`config.mk`:
```
export PLATFORM = sky130hd
export DESIGN_NAME = lsu_mem_initiator
export DESIGN_NICKNAME = d
export VERILOG_FILES = /design/src/rtl/lsu_pkg.sv /design/src/rtl/lsu_load_extend.sv /design/src/rtl/lsu_mem_initiator.sv
export SDC_FILE = /design/constraint.sdc
export NUM_CORES = 1
export LEC_CHECK = 0
export CORE_MARGIN = 2
export CORE_UTILIZATION = 40
export CTS_CLUSTER_SIZE = 40
export DETAILED_ROUTE_END_ITERATION = 8
export DONT_BUFFER_PORTS = 1
export PLACE_DENSITY = 0.57
export SYNTH_ARGS = -nofsm -noshare
export SYNTH_HDL_FRONTEND = slang
export SYNTH_HIERARCHICAL = 1
export SYNTH_SLANG_ARGS = --single-unit
```
`constraint.sdc`:
```
create_clock -name clk -period 4.05 [get_ports clk]
set_input_delay 0.81 -clock clk [delete_from_list [all_inputs] [get_ports clk]]
set_output_delay 0.81 -clock clk [all_outputs]
set_load 0.05 [all_outputs]
```
`src/rtl/lsu_pkg.sv`:
```
`default_nettype none
// ============================================================================
// Module      : lsu_pkg
// Description : Shared constants and helpers for the load/store initiator.
//               This covers the memory access type codes, the FSM state codes,
//               the request classification codes and the beat count function.
// Revision    : 1.0 - initial release
// ============================================================================
package lsu_pkg;

    // Access type codes, shared by the core request and the memory interface
    localparam logic [2:0] RW_B  = 3'b000;
    localparam logic [2:0] RW_H  = 3'b001;
    localparam logic [2:0] RW_W  = 3'b010;
    localparam logic [2:0] RW_BU = 3'b100;
    localparam logic [2:0] RW_HU = 3'b101;

    // Controller states
    localparam int         c_STATE_W = 2;
    localparam logic [1:0] c_IDLE    = 2'd0;
    localparam logic [1:0] c_ISSUE   = 2'd1;
    localparam logic [1:0] c_RESP    = 2'd2;

    // Request classification, decided when the request is accepted
    localparam logic [1:0] c_KIND_ALIGNED = 2'd0;
    localparam logic [1:0] c_KIND_SPLIT   = 2'd1;
    localparam logic [1:0] c_KIND_ERR     = 2'd2;

    // Number of byte beats a split access of the given size code needs
    function automatic logic [2:0] beats_for_type(input logic [1:0] size_code);
        case (size_code)
            2'b01:   return 3'd2;
            2'b10:   return 3'd4;
            default: return 3'd1;
        endcase
    endfunction

endpackage
`default_nettype wire

```
`src/rtl/lsu_load_extend.sv`:
```
`default_nettype none
// ============================================================================
// Module      : lsu_load_extend
// Description : Combinational extension of assembled load data. Byte and
//               halfword loads are sign- or zero-extended by type. Word data
//               passes through unchanged.
// Revision    : 1.0 - initial release
// ============================================================================
module lsu_load_extend
    import lsu_pkg::*;
(
    input  logic [31:0] i_data,
    input  logic [2:0]  i_type,
    output logic [31:0] o_data
);

    // Pick the extension rule from the access type
    always_comb begin
        o_data = i_data;
        case (i_type)
            RW_B:    o_data = {{24{i_data[7]}}, i_data[7:0]};
            RW_BU:   o_data = {24'h000000, i_data[7:0]};
            RW_H:    o_data = {{16{i_data[15]}}, i_data[15:0]};
            RW_HU:   o_data = {16'h0000, i_data[15:0]};
            default: o_data = i_data;
        endcase
    end

endmodule
`default_nettype wire

```
`src/rtl/lsu_mem_initiator.sv`:
```
`default_nettype none
// ============================================================================
// Module      : lsu_mem_initiator
// Description : Load/store initiator between the execute stage and the data
//               memory. An aligned access is sent as one memory beat. A
//               misaligned halfword or word access is split into unsigned
//               byte beats, then the bytes are reassembled and extended.
// Revision    : 1.0 - initial release
// ============================================================================
module lsu_mem_initiator
    import lsu_pkg::*;
#(
    parameter int SPLIT_EN = 1,
    parameter int ADDR_W   = 32
) (
    input  logic              clk,
    input  logic              rst_n,
    input  logic              req_valid,
    output logic              req_ready,
    input  logic              req_we,
    input  logic [ADDR_W-1:0] req_addr,
    input  logic [2:0]        req_type,
    input  logic [31:0]       req_wdata,
    output logic              rsp_valid,
    output logic [31:0]       rsp_rdata,
    output logic              rsp_err,
    output logic              mem_W_en,
    output logic              mem_R_en,
    output logic [ADDR_W-1:0] mem_addr,
    output logic [2:0]        mem_RW_type,
    output logic [31:0]       mem_WD,
    input  logic [31:0]       mem_RD
);

    logic [c_STATE_W-1:0] r_state;
    logic [1:0]           r_kind;
    logic                 r_we;
    logic [ADDR_W-1:0]    r_addr;
    logic [2:0]           r_type;
    logic [31:0]          r_wdata;
    logic [2:0]           r_beat;
    logic [2:0]           r_last;
    logic [31:0]          r_asm;
    logic                 r_rsp_valid;
    logic [31:0]          r_rsp_rdata;
    logic                 r_rsp_err;

    logic                 w_bad_type;
    logic                 w_misaligned;
    logic [1:0]           w_req_kind;
    logic [2:0]           w_req_type_eff;
    logic [2:0]           w_req_last;
    logic                 w_active;
    logic                 w_split;
    logic                 w_done_beat;
    logic [ADDR_W-1:0]    w_beat_addr;
    logic [7:0]           w_wbyte;
    logic [31:0]          w_asm_next;
    logic [31:0]          w_ext;
    logic [31:0]          w_load_result;

    assign req_ready = (r_state == c_IDLE);
    assign rsp_valid = r_rsp_valid;
    assign rsp_rdata = r_rsp_rdata;
    assign rsp_err   = r_rsp_err;

    // Type codes with low bits 11, and 110, have no meaning.
    assign w_bad_type   = (req_type[1:0] == 2'b11) || (req_type == 3'b110);
    assign w_misaligned = ((req_type[1:0] == 2'b01) && req_addr[0]) ||
                          ((req_type[1:0] == 2'b10) && (req_addr[1:0] != 2'b00));
    // A store ignores the unsigned bit of the type.
    assign w_req_type_eff = req_we ? {1'b0, req_type[1:0]} : req_type;

    // Classify the incoming request as error, aligned or split
    always_comb begin
        w_req_kind = c_KIND_ALIGNED;
        w_req_last = 3'd0;
        if (w_bad_type || (w_misaligned && (SPLIT_EN == 0))) begin
            w_req_kind = c_KIND_ERR;
        end else if (w_misaligned) begin
            w_req_kind = c_KIND_SPLIT;
            w_req_last = beats_for_type(req_type[1:0]) - 3'd1;
        end
    end

    // An error request still spends one ISSUE cycle, but it never touches memory.
    assign w_active    = (r_state == c_ISSUE) && (r_kind != c_KIND_ERR);
    assign w_split     = (r_kind == c_KIND_SPLIT);
    assign w_done_beat = !w_split || (r_beat == r_last);
    assign w_beat_addr = r_addr + {{(ADDR_W-3){1'b0}}, r_beat};

    // Select the store byte for the current split beat
    always_comb begin
        w_wbyte = r_wdata[7:0];
        case (r_beat[1:0])
            2'd1:    w_wbyte = r_wdata[15:8];
            2'd2:    w_wbyte = r_wdata[23:16];
            2'd3:    w_wbyte = r_wdata[31:24];
            default: w_wbyte = r_wdata[7:0];
        endcase
    end

    // Merge the byte returned on this beat into the assembly register image
    always_comb begin
        w_asm_next = r_asm;
        case (r_beat[1:0])
            2'd1:    w_asm_next[15:8]  = mem_RD[7:0];
            2'd2:    w_asm_next[23:16] = mem_RD[7:0];
            2'd3:    w_asm_next[31:24] = mem_RD[7:0];
            default: w_asm_next[7:0]   = mem_RD[7:0];
        endcase
    end

    lsu_load_extend u_load_extend (
        .i_data (w_asm_next),
        .i_type (r_type),
        .o_data (w_ext)
    );

    // Aligned loads use the memory's own extended data. Split loads are
    // assembled and then extended locally.
    assign w_load_result = (r_we || (r_kind == c_KIND_ERR)) ? 32'h0 :
                           (w_split ? w_ext : mem_RD);

    // Drive the memory interface from registered state only, so an async reset drops it at once
    always_comb begin
        mem_W_en    = 1'b0;
        mem_R_en    = 1'b0;
        mem_addr    = '0;
        mem_RW_type = 3'b000;
        mem_WD      = 32'h0;
        if (w_active) begin
            mem_W_en = r_we;
            mem_R_en = !r_we;
            if (w_split) begin
                mem_addr    = w_beat_addr;
                mem_RW_type = r_we ? RW_B : RW_BU;
                mem_WD      = r_we ? {24'h000000, w_wbyte} : 32'h0;
            end else begin
                mem_addr    = r_addr;
                mem_RW_type = r_type;
                mem_WD      = r_we ? r_wdata : 32'h0;
            end
        end
    end

    // Controller: capture in IDLE, step beats in ISSUE, pulse the response in RESP
    always_ff @(posedge clk or negedge rst_n) begin
        if (!rst_n) begin
            r_state     <= c_IDLE;
            r_kind      <= c_KIND_ALIGNED;
            r_we        <= 1'b0;
            r_addr      <= '0;
            r_type      <= 3'b000;
            r_wdata     <= 32'h0;
            r_beat      <= 3'd0;
            r_last      <= 3'd0;
            r_asm       <= 32'h0;
            r_rsp_valid <= 1'b0;
            r_rsp_rdata <= 32'h0;
            r_rsp_err   <= 1'b0;
        end else begin
            case (r_state)
                c_IDLE: begin
                    if (req_valid) begin
                        r_kind  <= w_req_kind;
                        r_we    <= req_we;
                        r_addr  <= req_addr;
                        r_type  <= w_req_type_eff;
                        r_wdata <= req_wdata;
                        r_beat  <= 3'd0;
                        r_last  <= w_req_last;
                        r_asm   <= 32'h0;
                        r_state <= c_ISSUE;
                    end
                end
                c_ISSUE: begin
                    if (w_split) begin
                        r_asm <= w_asm_next;
                    end
                    if (w_done_beat) begin
                        r_rsp_valid <= 1'b1;
                        r_rsp_err   <= (r_kind == c_KIND_ERR);
                        r_rsp_rdata <= w_load_result;
                        r_state     <= c_RESP;
                    end else begin
                        r_beat <= r_beat + 3'd1;
                    end
                end
                c_RESP: begin
                    r_rsp_valid <= 1'b0;
                    r_rsp_err   <= 1'b0;
                    r_rsp_rdata <= 32'h0;
                    r_state     <= c_IDLE;
                end
                default: r_state <= c_IDLE;
            endcase
        end
    end

endmodule
`default_nettype wire

```
==> PnR_summary.wiki <==
{| class="wikitable"
! Metric !! Value
|-
| Type of element capturing the critical path || output pin
|-
| Sequential element share of the synthesized area || 0.453
|-
| Largest net degree at the start of global routing || 145
|-
| Setup Viol. Count Final || 0
|-
| Total number of vias || 6,559
|-
| CTS root buffer || clkbuf_16
|-
| Syn_area_per_cell || 8.69 µm²
|-
| Fin. Hold Viols || 0
|-
| Wire length of the first global-routing pass || 36,200 µm
|-
| Worst Path Arrival || 3050 ps
|-
| Run status || completed
|-
| Routed wire length || 22,300 µm
|-
| Weighted congestion at the end of routability-driven global placement || 0.813
|-
| Synth warnings || 6
|-
| Level count of the clock H-tree || 4
|-
| Core utilization of the finished layout || 0.491
|-
| Share of async-settable or async-resettable flops after synthesis || 1.00
|-
| Minimum period implied by the final worst setup slack || 3860 ps
|-
| Unrepaired setup endpoints after global routing || false
|-
| Final #Nets || 1,060
|-
| R2R Path Start || r_kind[0]$_DFFE_PN0P_
|-
| Critical path peak fanout || 18
|-
| Routed wire length per instance || 18.2 µm
|-
| Count of input and output buffers || 0
|-
| Top flip-flop cell by instance count after synthesis || dfrtp_1
|-
| Syn Nets || 1,030
|-
| Core box area || 19,500 µm²
|-
| Power density cells || 589 nW/µm²
|-
| Clock tree from TritonCTS || yes
|-
| Max Slew Vio Count || 0
|-
| Starting density of the core || 0.409
|-
| Antenna violations before repair || 0
|-
| Worst-case setup margin in the final layout || 189 ps
|-
| Worst-Margin Slew || 1040 ps
|-
| Aggregate global-route resource usage || 0.215
|-
| Post-synth EDFFs || 0
|-
| Placed standard-cell area || 8950 µm²
|-
| Slew HR || 0.302
|-
| Lkg Pwr || 4.24 nW
|-
| Top Ports || 207
|-
| Length of the first detailed-routing pass in iterations || 5
|-
| First element of the critical path || r_beat[0]$_DFFE_PN0P_
|-
| Largest vdd supply drop || 0.000336 V
|-
| Clock Path Buffers || 2
|-
| Placement Setup Slack || 391 ps
|-
| Path class of the lowest-slack min-delay path || primary input to asynchronous set/reset pin
|-
| Gate count of the mapped netlist || 915
|-
| Area occupied by multi-input gates || 4050 µm²
|-
| Maximum frequency from static timing analysis || 259 MHz
|-
| Final critical-path share of the clock period || 0.953
|-
| Critical Setup Path Class || flip-flop to output pin
|-
| Worst reg2reg endpoint || rsp_rdata[11]$_DFFE_PN0P_
|-
| Starting DRC count in detailed routing || 484
|-
| Post-detailed-placement half-perimeter wirelength || 15,100 µm
|-
| Number of buffers created by CTS || 17
|-
| Worst reg2reg setup slack || 1300 ps
|-
| Remaining antenna violation count || 0
|-
| Crit path required time || 3240 ps
|-
| Instance count after placement with tap cells included || 1,191
|-
| Clk Latency, worst-skew pair || 430 ps
|-
| Depth of the most critical reg-to-reg path || 6
|-
| Vias per cell || 5.36
|-
| Layout Skew || 10.6 ps
|-
| Cell variety after synth || 49
|-
| Clock-pin slew reported for the worst setup and hold paths after clock tree synthesis || 60 ps
|-
| Remaining design rule violation count || 0
|-
| Total of max-cap violations || 0
|-
| Post-CTS Hold Buffers || 0
|-
| Die area || 21,000 µm²
|-
| Final sum of negative setup slack || 0 ps
|-
| Via count of the first global-routing pass || 6,605
|-
| Area of all placed cells without fillers || 9560 µm²
|-
| Count of buffers added by post-CTS timing repair for setup || 0
|-
| Sequential cell area in the final layout || 3600 µm²
|-
| Filler cell count in the final layout || 1,897
|-
| Proportion of layout cells with a drive suffix above 1 || 0.174
|-
| Antenna Cells || 0
|-
| Final cell count without fillers || 1,223
|-
| Overall overflow remaining after global route || 0
|-
| Total of flip-flops plus latches after synthesis || 144
|-
| Syn-to-layout area delta || 20.2%
|-
| Horizontal die dimension || 145 µm
|-
| Cell area after synthesis || 7950 µm²
|-
| Setup crit start kind || flip-flop
|-
| Die boundary height || 145 µm
|-
| Cell Rows || 51
|-
| # clock sinks || 144
|}
==> how the worst max path moves through the flow <==
stage                         endpoint  slack (ps)  cells after the start
after floorplan           mem_addr[24]         340                      7
after global placement    mem_addr[24]         470                      7
after detailed placement  mem_addr[24]         390                      7
after CTS                 mem_addr[24]         120                      7
after global routing      mem_addr[24]          10                      7
final                     mem_addr[24]         190                      7
==> kinds of logic (layout without fill, tap and decap cells) <==
logic type	after synthesis	count (layout)	synth area share
and+or+nand+nor	420	420	0.234
AOI/OAI and AO/OA	176	176	0.142
DFF	144	144	0.453
buffers and inverters	84	127	0.0477
muxes	67	67	0.0899
adders and majority gates	12	12	0.0198
xor gates and xnor gates	12	12	0.0132
==> per-layer routing <==
| metal | routed length (µm) | global-route usage | up-vias | share of wire |
|---|---|---|---|---|
| met4 | 493 | 0.0748 | 0 | 0.022 |
| met2 | 9980 | 0.323 | 194 | 0.45 |
| met5 | 0 | 0 | - | 0 |
| li1 | - | - | 3184 | - |
| met1 | 10300 | 0.295 | 3148 | 0.46 |
| met3 | 1530 | 0.0660 | 33 | 0.069 |
==> power by group <==
group,leakage [nW],switching (W),internal [W]
Clock,0.283,0.000665,0.000950
Combinational,2.09,0.000898,0.000510
Sequential,1.87,0.000804,0.00180
Total,4.24,0.00237,0.00326
==> state kept, by name, summed over array words and instances, names as in the netlist <==
| register | cells |
|---|---|
| r_last | 3 |
| r_beat | 3 |
| r_kind | 2 |
| rsp_err | 1 |
| r_wdata | 32 |
| rsp_valid | 1 |
| r_type | 3 |
| r_addr | 32 |
| r_state | 2 |
| r_asm | 32 |
| r_we | 1 |
| rsp_rdata | 32 |
==> stage by stage <==
stage                     power, W  hold WS [ps]
after CTS                  0.00568          58.2
after detailed placement   0.00405           463
after global placement     0.00402           457
after global routing       0.00594          63.2
final                      0.00563          80.3
after floorplan            0.00357           446
==> cell usage after synthesis, types with 4 or more instances <==
cell type,number,area share
nor2_1,24,0.011
ha_1,11,0.017
nand3_1,9,0.0057
buf_2,5,0.0031
buf_1,4,0.0019
nand4_1,6,0.0047
a222oi_1,8,0.010
xor2_1,4,0.0044
and2_1,27,0.021
o21ai_0,72,0.045
nand2_1,302,0.14
nor2b_1,4,0.0031
or4_1,11,0.010
a21oi_1,30,0.019
xnor2_1,8,0.0088
nor4_1,4,0.0031
mux2i_1,34,0.043
buf_4,9,0.0085
a211oi_1,10,0.0094
dfrtp_1,144,0.45
o2bb2ai_1,32,0.035
nor3b_1,4,0.0038
or3_1,10,0.0079
mux2_2,32,0.045
clkbuf_1,49,0.023
inv_1,13,0.0061
o31ai_1,13,0.012
==> critical path: stages, from the launching register on <==
cell and delay [ps]:
dfrtp_2 420, ha_1 220, fa_1 230, a21oi_1 170
or4_4 690, or4_1 500, a21oi_1 170, buf_4 230
==> layout by cell type (no fill, tap or decap), types with 6 or more instances in the layout <==
cell	count
a211oi_2	9
a21oi_1	28
a222oi_1	8
and2_1	27
buf_12	24
buf_4	58
clkbuf_16	17
dfrtp_1	143
ha_1	11
inv_1	13
mux2_2	32
mux2i_1	34
nand2_1	301
nand3_1	9
nand4_1	6
nor2_1	24
o21ai_0	72
o2bb2ai_1	32
o31ai_1	13
or3_1	10
or4_1	10
xnor2_1	8
==> final cells by class <==
class                   count  area share
repair buffers             82      0.0958
multi-input cells         687       0.424
well taps                 265      0.0347
flip-flops and latches    144       0.377
clock inverters            13      0.0158
clock buffers              19      0.0474
inverters                  13     0.00511
==> what timing repair did <==
item                       in CTS  in global routing
hold endpoints to repair        0                  0
setup endpoints to repair       4                  4
resized for setup               1                  1
No activity file was read; power rests on OpenSTA's default activity.
